==> src/rtl/core_types_pkg.sv <==
// Core-wide PRF geometry and the pending-read slot payload.
package core_types_pkg;

   localparam int unsigned PRF_BANK_COUNT     = 4;
   localparam int unsigned LOG_PRF_BANK_COUNT = 2;
   localparam int unsigned LOG_PR_COUNT       = 7;

   typedef struct packed {
      logic                    valid;
      logic [LOG_PR_COUNT-1:0] pr;
   } prf_read_slot_t;

endpackage

==> src/rtl/prf_read_req_arbiter_pkg.sv <==
// Helpers for splitting a physical register index into bank and in-bank row.
package prf_read_req_arbiter_pkg;

   import core_types_pkg::*;

   function automatic logic [LOG_PRF_BANK_COUNT-1:0] pr_bank(input logic [LOG_PR_COUNT-1:0] pr);
      return pr[LOG_PRF_BANK_COUNT-1:0];
   endfunction

   function automatic logic [LOG_PR_COUNT-LOG_PRF_BANK_COUNT-1:0] pr_upper(input logic [LOG_PR_COUNT-1:0] pr);
      return pr[LOG_PR_COUNT-1:LOG_PRF_BANK_COUNT];
   endfunction

endpackage

==> src/rtl/prf_read_req_arbiter_rr.sv <==
// Combinational round-robin pick: first requesting index at or after ptr, with wrap.
module rr_arbiter #(
   parameter int unsigned WIDTH     = 8,
   parameter int unsigned LOG_WIDTH = $clog2(WIDTH)
) (
   input  logic [WIDTH-1:0]     req,
   input  logic [LOG_WIDTH-1:0] ptr,
   output logic [WIDTH-1:0]     grant,
   output logic [LOG_WIDTH-1:0] grant_index,
   output logic                 grant_valid
);

   localparam int unsigned IW = LOG_WIDTH + 1;

   logic [IW-1:0] idx;

   // Scan upward from ptr, keeping only the first hit
   always_comb begin
      grant       = '0;
      grant_index = '0;
      grant_valid = 1'b0;
      idx         = '0;
      for (int unsigned i = 0; i < WIDTH; i++) begin
         idx = IW'(ptr) + IW'(i);
         if (idx >= IW'(WIDTH)) begin
            idx = idx - IW'(WIDTH);
         end
         if (!grant_valid && req[LOG_WIDTH'(idx)]) begin
            grant_valid                = 1'b1;
            grant_index                = LOG_WIDTH'(idx);
            grant[LOG_WIDTH'(idx)]     = 1'b1;
         end
      end
   end

endmodule

==> src/rtl/prf_read_req_arbiter.sv <==
// Shares the banked PRF read ports among issue queues: one pending slot per
// operand, one round-robin grant per bank per cycle, same-cycle refill ready.
module prf_read_req_arbiter
   import core_types_pkg::*;
   import prf_read_req_arbiter_pkg::*;
#(
   parameter int unsigned REQ_COUNT     = 4,
   parameter int unsigned LOG_REQ_COUNT = $clog2(REQ_COUNT)
) (
   input  logic                                                     CLK,
   input  logic                                                     nRST,
   input  logic [REQ_COUNT-1:0]                                     req_A_valid,
   input  logic [REQ_COUNT-1:0][LOG_PR_COUNT-1:0]                   req_A_PR,
   input  logic [REQ_COUNT-1:0]                                     req_B_valid,
   input  logic [REQ_COUNT-1:0][LOG_PR_COUNT-1:0]                   req_B_PR,
   output logic [REQ_COUNT-1:0]                                     req_ready,
   output logic [PRF_BANK_COUNT-1:0]                                bank_read_valid,
   output logic [PRF_BANK_COUNT-1:0][LOG_PR_COUNT-LOG_PRF_BANK_COUNT-1:0] bank_read_upper_PR,
   output logic [PRF_BANK_COUNT-1:0][LOG_REQ_COUNT-1:0]             bank_read_req_id,
   output logic [PRF_BANK_COUNT-1:0]                                bank_read_is_B
);

   localparam int unsigned SLOT_COUNT     = 2 * REQ_COUNT;
   localparam int unsigned LOG_SLOT_COUNT = $clog2(SLOT_COUNT);

   prf_read_slot_t [SLOT_COUNT-1:0]                          slot_q;
   logic [PRF_BANK_COUNT-1:0][LOG_SLOT_COUNT-1:0]            ptr_q;
   logic [PRF_BANK_COUNT-1:0][SLOT_COUNT-1:0]                bank_req;
   logic [PRF_BANK_COUNT-1:0][SLOT_COUNT-1:0]                bank_grant;
   logic [PRF_BANK_COUNT-1:0][LOG_SLOT_COUNT-1:0]            grant_index;
   logic [PRF_BANK_COUNT-1:0]                                grant_valid;
   logic [SLOT_COUNT-1:0]                                    granted;

   // Candidate mask per bank: valid slots whose PR lives in that bank
   always_comb begin
      bank_req = '0;
      for (int b = 0; b < PRF_BANK_COUNT; b++) begin
         for (int s = 0; s < SLOT_COUNT; s++) begin
            bank_req[b][s] = slot_q[s].valid &&
                             (pr_bank(slot_q[s].pr) == LOG_PRF_BANK_COUNT'(b));
         end
      end
   end

   for (genvar gb = 0; gb < PRF_BANK_COUNT; gb++) begin : g_bank
      rr_arbiter #(
         .WIDTH      (SLOT_COUNT),
         .LOG_WIDTH  (LOG_SLOT_COUNT)
      ) u_rr (
         .req         (bank_req[gb]),
         .ptr         (ptr_q[gb]),
         .grant       (bank_grant[gb]),
         .grant_index (grant_index[gb]),
         .grant_valid (grant_valid[gb])
      );
   end

   // Union of all bank grants; a slot maps to exactly one bank
   always_comb begin
      granted = '0;
      for (int b = 0; b < PRF_BANK_COUNT; b++) begin
         granted = granted | bank_grant[b];
      end
   end

   // Steer the granted slot of each bank onto its read port
   always_comb begin
      bank_read_valid    = '0;
      bank_read_upper_PR = '0;
      bank_read_req_id   = '0;
      bank_read_is_B     = '0;
      for (int b = 0; b < PRF_BANK_COUNT; b++) begin
         if (grant_valid[b]) begin
            bank_read_valid[b]    = 1'b1;
            bank_read_upper_PR[b] = pr_upper(slot_q[grant_index[b]].pr);
            bank_read_req_id[b]   = LOG_REQ_COUNT'(grant_index[b] >> 1);
            bank_read_is_B[b]     = grant_index[b][0];
         end
      end
   end

   // A requester is ready once both of its slots are empty or leaving this cycle
   always_comb begin
      req_ready = '0;
      for (int r = 0; r < REQ_COUNT; r++) begin
         req_ready[r] = (!slot_q[2*r].valid   || granted[2*r]) &&
                        (!slot_q[2*r+1].valid || granted[2*r+1]);
      end
   end

   // Slot refill/retire and per-bank round-robin pointer advance
   always_ff @(posedge CLK or negedge nRST) begin
      if (!nRST) begin
         slot_q <= '0;
         ptr_q  <= '0;
      end else begin
         for (int r = 0; r < REQ_COUNT; r++) begin
            if (req_ready[r]) begin
               slot_q[2*r]   <= prf_read_slot_t'{valid: req_A_valid[r], pr: req_A_PR[r]};
               slot_q[2*r+1] <= prf_read_slot_t'{valid: req_B_valid[r], pr: req_B_PR[r]};
            end else begin
               if (granted[2*r]) begin
                  slot_q[2*r].valid <= 1'b0;
               end
               if (granted[2*r+1]) begin
                  slot_q[2*r+1].valid <= 1'b0;
               end
            end
         end
         for (int b = 0; b < PRF_BANK_COUNT; b++) begin
            if (grant_valid[b]) begin
               if (grant_index[b] == LOG_SLOT_COUNT'(SLOT_COUNT - 1)) begin
                  ptr_q[b] <= '0;
               end else begin
                  ptr_q[b] <= grant_index[b] + 1'b1;
               end
            end
         end
      end
   end

endmodule

==> config.mk <==
export PLATFORM = sky130hd
export DESIGN_NAME = prf_read_req_arbiter
export DESIGN_NICKNAME = d
export VERILOG_FILES = /design/src/rtl/core_types_pkg.sv /design/src/rtl/prf_read_req_arbiter_pkg.sv /design/src/rtl/prf_read_req_arbiter_rr.sv /design/src/rtl/prf_read_req_arbiter.sv
export SDC_FILE = /design/constraint.sdc
export NUM_CORES = 1
export LEC_CHECK = 0
export ABC_CLOCK_PERIOD_IN_PS = 5400
export BUFFER_PORTS_ARGS = -buffer_cell sky130_fd_sc_hd__buf_2
export CORE_MARGIN = 10
export CORE_UTILIZATION = 35
export CTS_CLUSTER_DIAMETER = 30
export DETAILED_ROUTE_END_ITERATION = 7
export PLACE_DENSITY_LB_ADDON = 0.12
export SYNTH_ARGS = -nofsm -noshare
export SYNTH_HDL_FRONTEND = slang
export SYNTH_SLANG_ARGS = --single-unit
==> constraint.sdc <==
create_clock -name CLK -period 5.4 [get_ports CLK]
set_input_delay 1.08 -clock CLK [delete_from_list [all_inputs] [get_ports CLK]]
set_output_delay 1.08 -clock CLK [all_outputs]
set_load 0.01 [all_outputs]
==> reports/results.ini <==
[run_status]
status = complete, but fails checks
violations = negative setup slack

[grt]
grtUsageTotal_pct = 28.2
grt_pass1_vias = 13100
gr-total-overflow = 0
grt_pass1_wl_mm = 90.0
antenna_found_initial = 6
grt_max_degree = 45

[timing]
hold_viol = 0
hold_ws_ns = 0.516
final_max_slew_viol_count = 0
setup_ws_ns = -0.00190
layout_min_cycle_time_ns = 5.40
worst_pin_slew_ns = 0.840
setup_viol = 1
rsz0062_at_grt = yes
clock_skew_ns = 0.0129
timing.final.crit_share_pct = 100
relSlewSlack_pct = 43.7
fmax_ghz = 0.185

[setup_path]
end_kind = primary output
crit_type = register to primary output
cp_max_fo = 8
r2r_slack_ns = 0.82
cp_cell_sequence = nor3b_4 > mux2i_1 > mux4_2 > buf_4 > and2_1 > o21a_1 > a2111o_1 > or4_1 > nor3_4 > or2_1 > inv_1 > buf_2
rr_startpoint = slot_q[57]
r2r_end = slot_q[56]
critPathMaxStageDelay_ns = 0.63
r2r_cells = 12
cp_slowest_cell = nor3b_4
required_ns = 4.32
critPathLaunchType = register
cp.arrival_ns = 4.32

[floorplanning]
initial_core_util_pct = 35.4
die_area_mm2 = 0.0427
core_mm2 = 0.0345
std_cell_rows = 68
io_pins = 106
die_w_um = 207
die_h_um = 207

[yosys]
synth_area_leader_cell = dfrtp_1
yosysSeqAreaShare_pct = 15.6
synth_top_family_by_area = multiplexers
ys.flop_type = dfrtp_1
ys_types = 97
synth-compound-area-share_pct = 18.2
syn_area_per_cell_um2 = 8.85
synth_fp_nets = 1473
netlist_area_mm2 = 0.0122
ys_ff_latch = 76
synth_area_leaders = dfrtp_1, mux2i_1, mux4_2
muxShareOfSynthArea_pct = 34.4
synth_fa_ha_area_share_pct = 3.16
yosysTopAreaCellShare_pct = 15.6
synth_enable_flop_cells = 0
synth_xor_area_share_pct = 1.01
synth_cells = 1377
async_flop_share_pct = 100
yosys_warnings = 0
synthSimpleGateAreaFrac_pct = 22.3

[clock_tree]
cts_sinks = 76
htreeDepth = 3
clk_latency_ns = 0.36
ctsLongestPathBuffers = 2
clkTransAtPathRegs_ns = 0.08
cts_tree = built
cts-root-buf = clkbuf_16
cts_buffers = 9

[finish]
design_area_mm2 = 0.0151
final_cell_mix = buf_4, mux2i_1, nand2_1, buf_2, nor2_1
drive_gt1_share_pct = 36.8
layout_commonest_cell = buf_4
design.final.nets = 1679
syn_to_final_growth_pct = 24.1
nFillCells = 3455
instances_no_fill = 2044

[worst_hold_path]
worstHoldStart = slot_q[25]
whs_path_depth = 1
worstHoldEndpoint = slot_q[25]
hold_path_class = register to register

[route]
drtIter0Drc = 1580
ant_nets = 0
vias = 13500
drc = 0
routed_wl_mm = 61.6
wl_per_cell_um = 30.2
firstDrtPassIters = 6
vias_per_cell = 6.62

[placed_design]
dp_cells = 2012
place.gp.congestion = 1.10
postPlaceCellArea_mm2 = 0.0142
hpwl_mm = 49.7
portBuffers = 105

[run]
max_cap_viol_count = 0

-- cell usage after synthesis (31+ instances only) --
library cell  instances
buf_2                35
clkbuf_1             40
dfrtp_1              76
inv_1                31
mux2_2               75
mux2i_1             163
mux4_2               62
nand2_1             105
nand3_1              43
nor2_1               96
nor3_1               48
o21ai_0              45
-- worst max-delay path: cells and delay by family (launching register included) --
| kind | cells | cell delay [ns] |
|---|---|---|
| simple gates | 5 | 1.81 |
| mux | 2 | 0.71 |
| compound gates | 2 | 0.53 |
| flops | 1 | 0.50 |
| buf+inv | 3 | 0.39 |
-- kinds of logic (layout without fill, tap and decap cells) --
| kind of cell | after synthesis | in the layout |
|---|---|---|
| buffers and inverters | 141 | 352 |
| XOR/XNOR | 14 | 14 |
| AO/OA/AOI/OAI | 297 | 297 |
| adder cells (fa/ha/maj) | 31 | 31 |
| other | 0 | 1 |
| AND/OR/NAND/NOR | 497 | 497 |
| flip-flops | 76 | 76 |
| multiplexers | 321 | 321 |
-- repair_timing --
item                                    4_1_cts  5_1_grt
endpoints found under the hold margin         0        0
gates resized for setup                      34       66
pin swaps                                     3       16
setup buffers                                 1       13
endpoints found under the setup margin       21       24
hold buffers                                  0        0
gates cloned                                  0        1
-- per-layer routing --
metal | wire, µm | vias to the layer above | GRT usage [%]
li1 | - | 5835 | -
met1 | 25000 | 6720 | 36.6
met2 | 28400 | 821 | 45.7
met3 | 5930 | 146 | 6.27
met4 | 2200 | 10 | 8.81
met5 | 69 | - | 0
-- flip-flops by register name, indices dropped and copies added (netlist names) --
register  flops
ptr_q        12
slot_q       64
-- metrics by stage --
step,utilization (%),setup TNS [ns],setup slack [ns]
after CTS,42.7,-0.0497,-0.0497
final,43.9,-0.00190,-0.00190
after global routing,43.9,-0.104,-0.0531
after floorplan,-,0,0.0311
after detailed placement,41.3,-0.109,-0.0794
after global placement,41.3,-0.241,-0.125
-- how the worst max path moves through the flow --
| stage | from | end | slack (ns) | cells past startpoint |
|---|---|---|---|---|
| after CTS | ptr_q[8] | req_ready[3] | -0.05 | 13 |
| final | slot_q[57] | req_ready[3] | -0.002 | 12 |
| after detailed placement | ptr_q[8] | req_ready[3] | -0.08 | 13 |
| after floorplan | ptr_q[9] | bank_read_upper_PR[15] | 0.03 | 16 |
| after global routing | slot_q[57] | req_ready[3] | -0.05 | 12 |
| after global placement | ptr_q[7] | req_ready[3] | -0.12 | 13 |
-- layout make-up --
class	count	area, µm²	share of cell area (%)
Multi-Input combinational cell	1160	10100	66.8
Timing Repair Buffer	296	2090	13.8
Sequential cell	76	1910	12.6
Tap cell	455	569	3.76
Clock buffer	9	225	1.49
Inverter	40	153	1.01
Clock inverter	7	67.6	0.447
Antenna cell	1	2.50	0.0165
Power is not shown: default switching activity piles up to over one toggle a cycle in this logic, so the estimate is an artifact.
